## src/rtl/uart_pkg.sv

```systemverilog
// rtl/uart_pkg.sv - shared UART constants and receiver state encoding
package uart_pkg;

  localparam int DEFAULT_CLKS_PER_BIT = 16;
  localparam int DEFAULT_DATA_BITS    = 8;
  // start + 8 data + stop
  localparam int FRAME_BITS_8N1       = 10;

  localparam logic [2:0] ST_IDLE  = 3'd0;
  localparam logic [2:0] ST_START = 3'd1;
  localparam logic [2:0] ST_DATA  = 3'd2;
  localparam logic [2:0] ST_STOP  = 3'd3;
  localparam logic [2:0] ST_BRK   = 3'd4;

endpackage

```

## src/rtl/uart_rx_sync2.sv

```systemverilog
// rtl/uart_rx_sync2.sv - two-flop synchroniser for an async pin, resets to 1 (line idle)
module sync2 (
  input  logic C,
  input  logic R,
  input  logic d,
  output logic q
);

  logic s1;

  always_ff @(posedge C or negedge R) begin
    if (!R) begin
      s1 <= 1'b1;
      q  <= 1'b1;
    end else begin
      s1 <= d;
      q  <= s1;
    end
  end

endmodule

```

## src/rtl/uart_rx.sv

```systemverilog
// rtl/uart_rx.sv - 8N1 serial receiver with valid/ready byte output
module uart_rx
  import uart_pkg::*;
#(
  parameter int CLKS_PER_BIT = DEFAULT_CLKS_PER_BIT,
  parameter int DATA_BITS    = DEFAULT_DATA_BITS
) (
  input  logic                 C,
  input  logic                 R,
  input  logic                 rxd,
  output logic [DATA_BITS-1:0] data,
  output logic                 valid,
  input  logic                 ready,
  output logic                 frame_err,
  output logic                 overrun
);

  if ((CLKS_PER_BIT < 4) || ((CLKS_PER_BIT % 2) != 0)) begin : g_bad_clks
    $error("uart_rx: CLKS_PER_BIT must be even and >= 4");
  end
  if ((DATA_BITS < 5) || (DATA_BITS > 9)) begin : g_bad_bits
    $error("uart_rx: DATA_BITS must be 5..9");
  end

  localparam int CW = $clog2(CLKS_PER_BIT);
  localparam int BW = $clog2(DATA_BITS);
  localparam logic [CW-1:0] HALF_LAST = CW'(CLKS_PER_BIT / 2 - 1);
  localparam logic [CW-1:0] FULL_LAST = CW'(CLKS_PER_BIT - 1);
  localparam logic [BW-1:0] BIT_LAST  = BW'(DATA_BITS - 1);

  logic                 rxd_s;
  logic [2:0]           state;
  logic [CW-1:0]        cnt;
  logic [BW-1:0]        bit_idx;
  logic [DATA_BITS-1:0] shreg;
  logic                 done;

  sync2 u_sync (
    .C(C),
    .R(R),
    .d(rxd),
    .q(rxd_s)
  );

  always_ff @(posedge C or negedge R) begin
    if (!R) begin
      state     <= ST_IDLE;
      cnt       <= '0;
      bit_idx   <= '0;
      shreg     <= '0;
      done      <= 1'b0;
      data      <= '0;
      valid     <= 1'b0;
      frame_err <= 1'b0;
      overrun   <= 1'b0;
    end else begin
      done      <= 1'b0;
      frame_err <= 1'b0;
      overrun   <= 1'b0;

      case (state)
        ST_IDLE: begin
          if (!rxd_s) begin
            state <= ST_START;
            cnt   <= '0;
          end
        end
        ST_START: begin
          // mid-start-bit recheck rejects short glitches
          if (cnt == HALF_LAST) begin
            if (!rxd_s) begin
              state   <= ST_DATA;
              cnt     <= '0;
              bit_idx <= '0;
            end else begin
              state <= ST_IDLE;
            end
          end else begin
            cnt <= cnt + 1'b1;
          end
        end
        ST_DATA: begin
          if (cnt == FULL_LAST) begin
            cnt   <= '0;
            shreg <= {rxd_s, shreg[DATA_BITS-1:1]};
            if (bit_idx == BIT_LAST) state <= ST_STOP;
            else                     bit_idx <= bit_idx + 1'b1;
          end else begin
            cnt <= cnt + 1'b1;
          end
        end
        ST_STOP: begin
          if (cnt == FULL_LAST) begin
            cnt <= '0;
            if (rxd_s) begin
              done  <= 1'b1;
              state <= ST_IDLE;
            end else begin
              frame_err <= 1'b1;
              state     <= ST_BRK;
            end
          end else begin
            cnt <= cnt + 1'b1;
          end
        end
        ST_BRK: begin
          // a held-low line must go high before the next start is armed
          if (rxd_s) state <= ST_IDLE;
        end
        default: state <= ST_IDLE;
      endcase

      if (done) begin
        if (!valid || ready) begin
          data  <= shreg;
          valid <= 1'b1;
        end else begin
          overrun <= 1'b1;
        end
      end else if (valid && ready) begin
        valid <= 1'b0;
      end
    end
  end

endmodule

```

## config.mk

```make
export PLATFORM = sky130hd
export DESIGN_NAME = uart_rx
export DESIGN_NICKNAME = d
export VERILOG_FILES = /design/src/rtl/uart_pkg.sv /design/src/rtl/uart_rx_sync2.sv /design/src/rtl/uart_rx.sv
export SDC_FILE = /design/constraint.sdc
export NUM_CORES = 1
export LEC_CHECK = 0
export BUFFER_PORTS_ARGS = -buffer_cell sky130_fd_sc_hd__buf_4
export CAP_MARGIN = 20
export CELL_PAD_IN_SITES_DETAIL_PLACEMENT = 0
export CELL_PAD_IN_SITES_GLOBAL_PLACEMENT = 1
export CORE_MARGIN = 10
export CORE_UTILIZATION = 45
export DETAILED_ROUTE_END_ITERATION = 8
export PLACE_DENSITY_LB_ADDON = 0.1
export SLEW_MARGIN = 20
export SYNTH_ARGS = -nofsm -noshare
export SYNTH_HDL_FRONTEND = slang
export SYNTH_SLANG_ARGS = --single-unit
```

## constraint.sdc

```tcl
create_clock -name C -period 2.3 [get_ports C]
set_input_delay 0 -clock C [delete_from_list [all_inputs] [get_ports C]]
set_output_delay 0 -clock C [all_outputs]
set_load 0.1 [all_outputs]
```

==> run metrics <==
status=complete, no violations; placer congestion estimate=0.809; core footprint=3280 µm²; Starting Density=46.2%; fin. max-slew vios=0; async set-reset flop share out of synthesis=100%; DIE HEIGHT=78.1 µm; Comb pwr share=27.0%; Crit Path Category=flip-flop to flip-flop; Total GRT Usage=9.13%; Met2 Routed Length=1.23 mm; initial antenna violation count=0; period utilization=71.6%; dpl cell area=1630 µm²; post-synthesis sequential area ratio=53.0%; Pwr Density=919 nW/µm²; Max Used Layer=met4; crit path from=cnt[1]; WP data arrival=1.85 ns; Detail Placement HPWL=1.86 mm; Critical Path Source Type=flip-flop; Worst Path Max Fanout=8; vias=964; Critical Path Sink Type=flip-flop; CTS H-tree depth=2; largest net degree at the start of global routing=33; Critical Path End=shreg[1]; gr ovfl total=0; die area=6090 µm²; Sink Count=32; FF-to-FF End=shreg[1]; r2r setup slk=0.65 ns; synth top area cells=dfrtp_1, mux2_4, mux2_2, dfstp_2, ha_1; total negative setup slack=0 ns; Synth Warn #=0; nets@finish=147; final instance area=1740 µm²; Clock power frac=25.6%; cell taking the most area after synthesis=dfrtp_1; Switching Power=519 µW; DR iter-0 viols=32; n_diodes=0; Post-CTS Resized=0; Main synth FF type=dfrtp_1; PortBufs=14; fmax=608 MHz; Slew headroom=73.9%; ratio of cells with drive above 1 in the final layout=34.8%; first-pass GRT wire length=4.55 mm; synthesis-stage register bit count=32; synthesis-to-layout area growth=14.4%; Post-Route Utilization=52.8%; routed len/inst=14.1 µm; die outline width=78.1 µm; final worst path period need=1.65 ns; post-route DRC violation count=0; syn_area_per_cell=12.6 µm²; Critical Path RT=2.51 ns; Power Internal=1.08 mW; cell area after synthesis=1520 µm²; Total Wirelength=2.64 mm; clk buf depth=2; met3 WL post-DR=147 µm; Clock Latency Late Sink=0.32 ns; R2R depth=4; RSZ-0062 raised after global routing=false; Mapped Nets=127; DR pass1 iterations=4; clock root buffer=clkbuf_4; vias in the first global route=993; met1 wire length=1.25 mm; Synth top area share=49.5%; r2r startpoint=cnt[1]; final setup fails=0; Synth cell types=38; Setup Skew=0.00933 ns; row cnt=21; post-synthesis instance total=120; Post-synth EDFFs=0; CTS buffer count=5; Max VDD drop=0.498 mV; MaxCap Viol Count=0; Slew @ Worst Pin=0.387 ns; Leak=0.860 nW; TritonCTS clock tree=built; number of vias per cell=5.16; Hold Crit Class=input port to async pin; Ports=15; clock-pin slew on the worst setup and hold paths=0.10 ns; final hold vios=0; Sequential Power Share=47.4%; Net Sw Frac=32.5%; ANT nets after route=0
## registers in the layout (all words and copies together) (netlist names)
signal     count
shreg          8
overrun        1
u_sync.q       1
bit_idx        3
u_sync.s1      1
frame_err      1
data           8
valid          1
cnt            4
done           1
state          3
## critical path, stage by stage, from the launching register on
cell and delay, ns:
dfrtp_1 0.40, ha_1 0.29, and4b_4 0.29, and2_4 0.24
mux2_4 0.31
## cell usage after synthesis (3+ instances only)
| library cell | number |
|---|---|
| inv_1 | 10 |
| nor2_1 | 4 |
| nand2_1 | 7 |
| a21oi_1 | 4 |
| nand3_1 | 4 |
| dfrtp_1 | 30 |
| nor2b_1 | 3 |
| mux2_4 | 8 |
| o211ai_1 | 4 |
| ha_1 | 3 |
| mux2_2 | 8 |
## stage by stage
stage | hold slack [ns] | power [mW] | cells | setup WS [ns]
after floorplan | -0.296 | 1.11 | 120 | 0.482
after global placement | -0.0463 | 1.17 | 176 | 0.695
after detailed placement | -0.0396 | 1.19 | 176 | 0.674
after CTS | 0.154 | 1.61 | 187 | 0.659
after global routing | 0.180 | 1.70 | 187 | 0.574
final | 0.136 | 1.60 | 187 | 0.654
## cells by family after synthesis
group | share of synthesized area (%)
AO/OA/AOI/OAI | 9.74
XOR/XNOR | 1.16
adder cells (fa/ha/maj) | 2.48
buffers and inverters | 5.78
flip-flops | 53.0
multiplexers | 14.5
AND/OR/NAND/NOR | 13.4
## cell type report
| cell class | instances | area, µm² |
|---|---|---|
| inverters | 10 | 37.5 |
| clock inverters | 2 | 35.0 |
| repair buffers | 17 | 135 |
| well taps | 46 | 57.6 |
| flip-flops and latches | 32 | 803 |
| clock buffers | 6 | 41.3 |
| fillers | 297 | 1550 |
| multi-input cells | 74 | 626 |
## cell usage in the layout (no fill, tap or decap), types with 3 or more instances in the layout
| cell | Yosys | routed |
|---|---|---|
| nor2_1 | 4 | 4 |
| clkbuf_4 | 0 | 5 |
| a21oi_1 | 4 | 4 |
| mux2_4 | 8 | 8 |
| inv_1 | 10 | 10 |
| nor2b_1 | 3 | 3 |
| nand2_1 | 7 | 7 |
| dlygate4sd3_1 | 0 | 3 |
| dfrtp_1 | 30 | 30 |
| o211ai_1 | 4 | 4 |
| nand3_1 | 4 | 4 |
| buf_4 | 1 | 14 |
| mux2_2 | 8 | 8 |
| ha_1 | 3 | 3 |
## worst min path at each step
stage	startpoint	to	slack [ns]	cells after the start
after global placement	R	state[0]	-0.05	1
final	R	bit_idx[0]	0.14	2
after floorplan	R	bit_idx[0]	-0.30	0
after CTS	R	state[0]	0.15	2
after global routing	R	shreg[4]	0.18	2
after detailed placement	R	state[0]	-0.04	1
## layer usage
layer | track usage, % | up-vias
li1 | - | 468
met1 | 10.4 | 469
met2 | 15.3 | 25
met3 | 3.19 | 2
met4 | 3.76 | 0
met5 | 0 | -
## power groups by stage
stage	logic [mW]	clock network [mW]	registers, mW
floorplan	0.383	0	0.729
global placement	0.409	0	0.763
detailed placement	0.425	0	0.764
CTS	0.433	0.420	0.754
global route	0.481	0.446	0.773
finish	0.431	0.408	0.756
## repair_timing
| action | in CTS | in global routing |
|---|---|---|
| hold buffers | 3 | 0 |
| endpoints found under the hold margin | 35 | 0 |
| setup buffers | 0 | 0 |
| setup endpoints to repair | 0 | 0 |
Note: power is estimated with default switching activity, not from simulation.
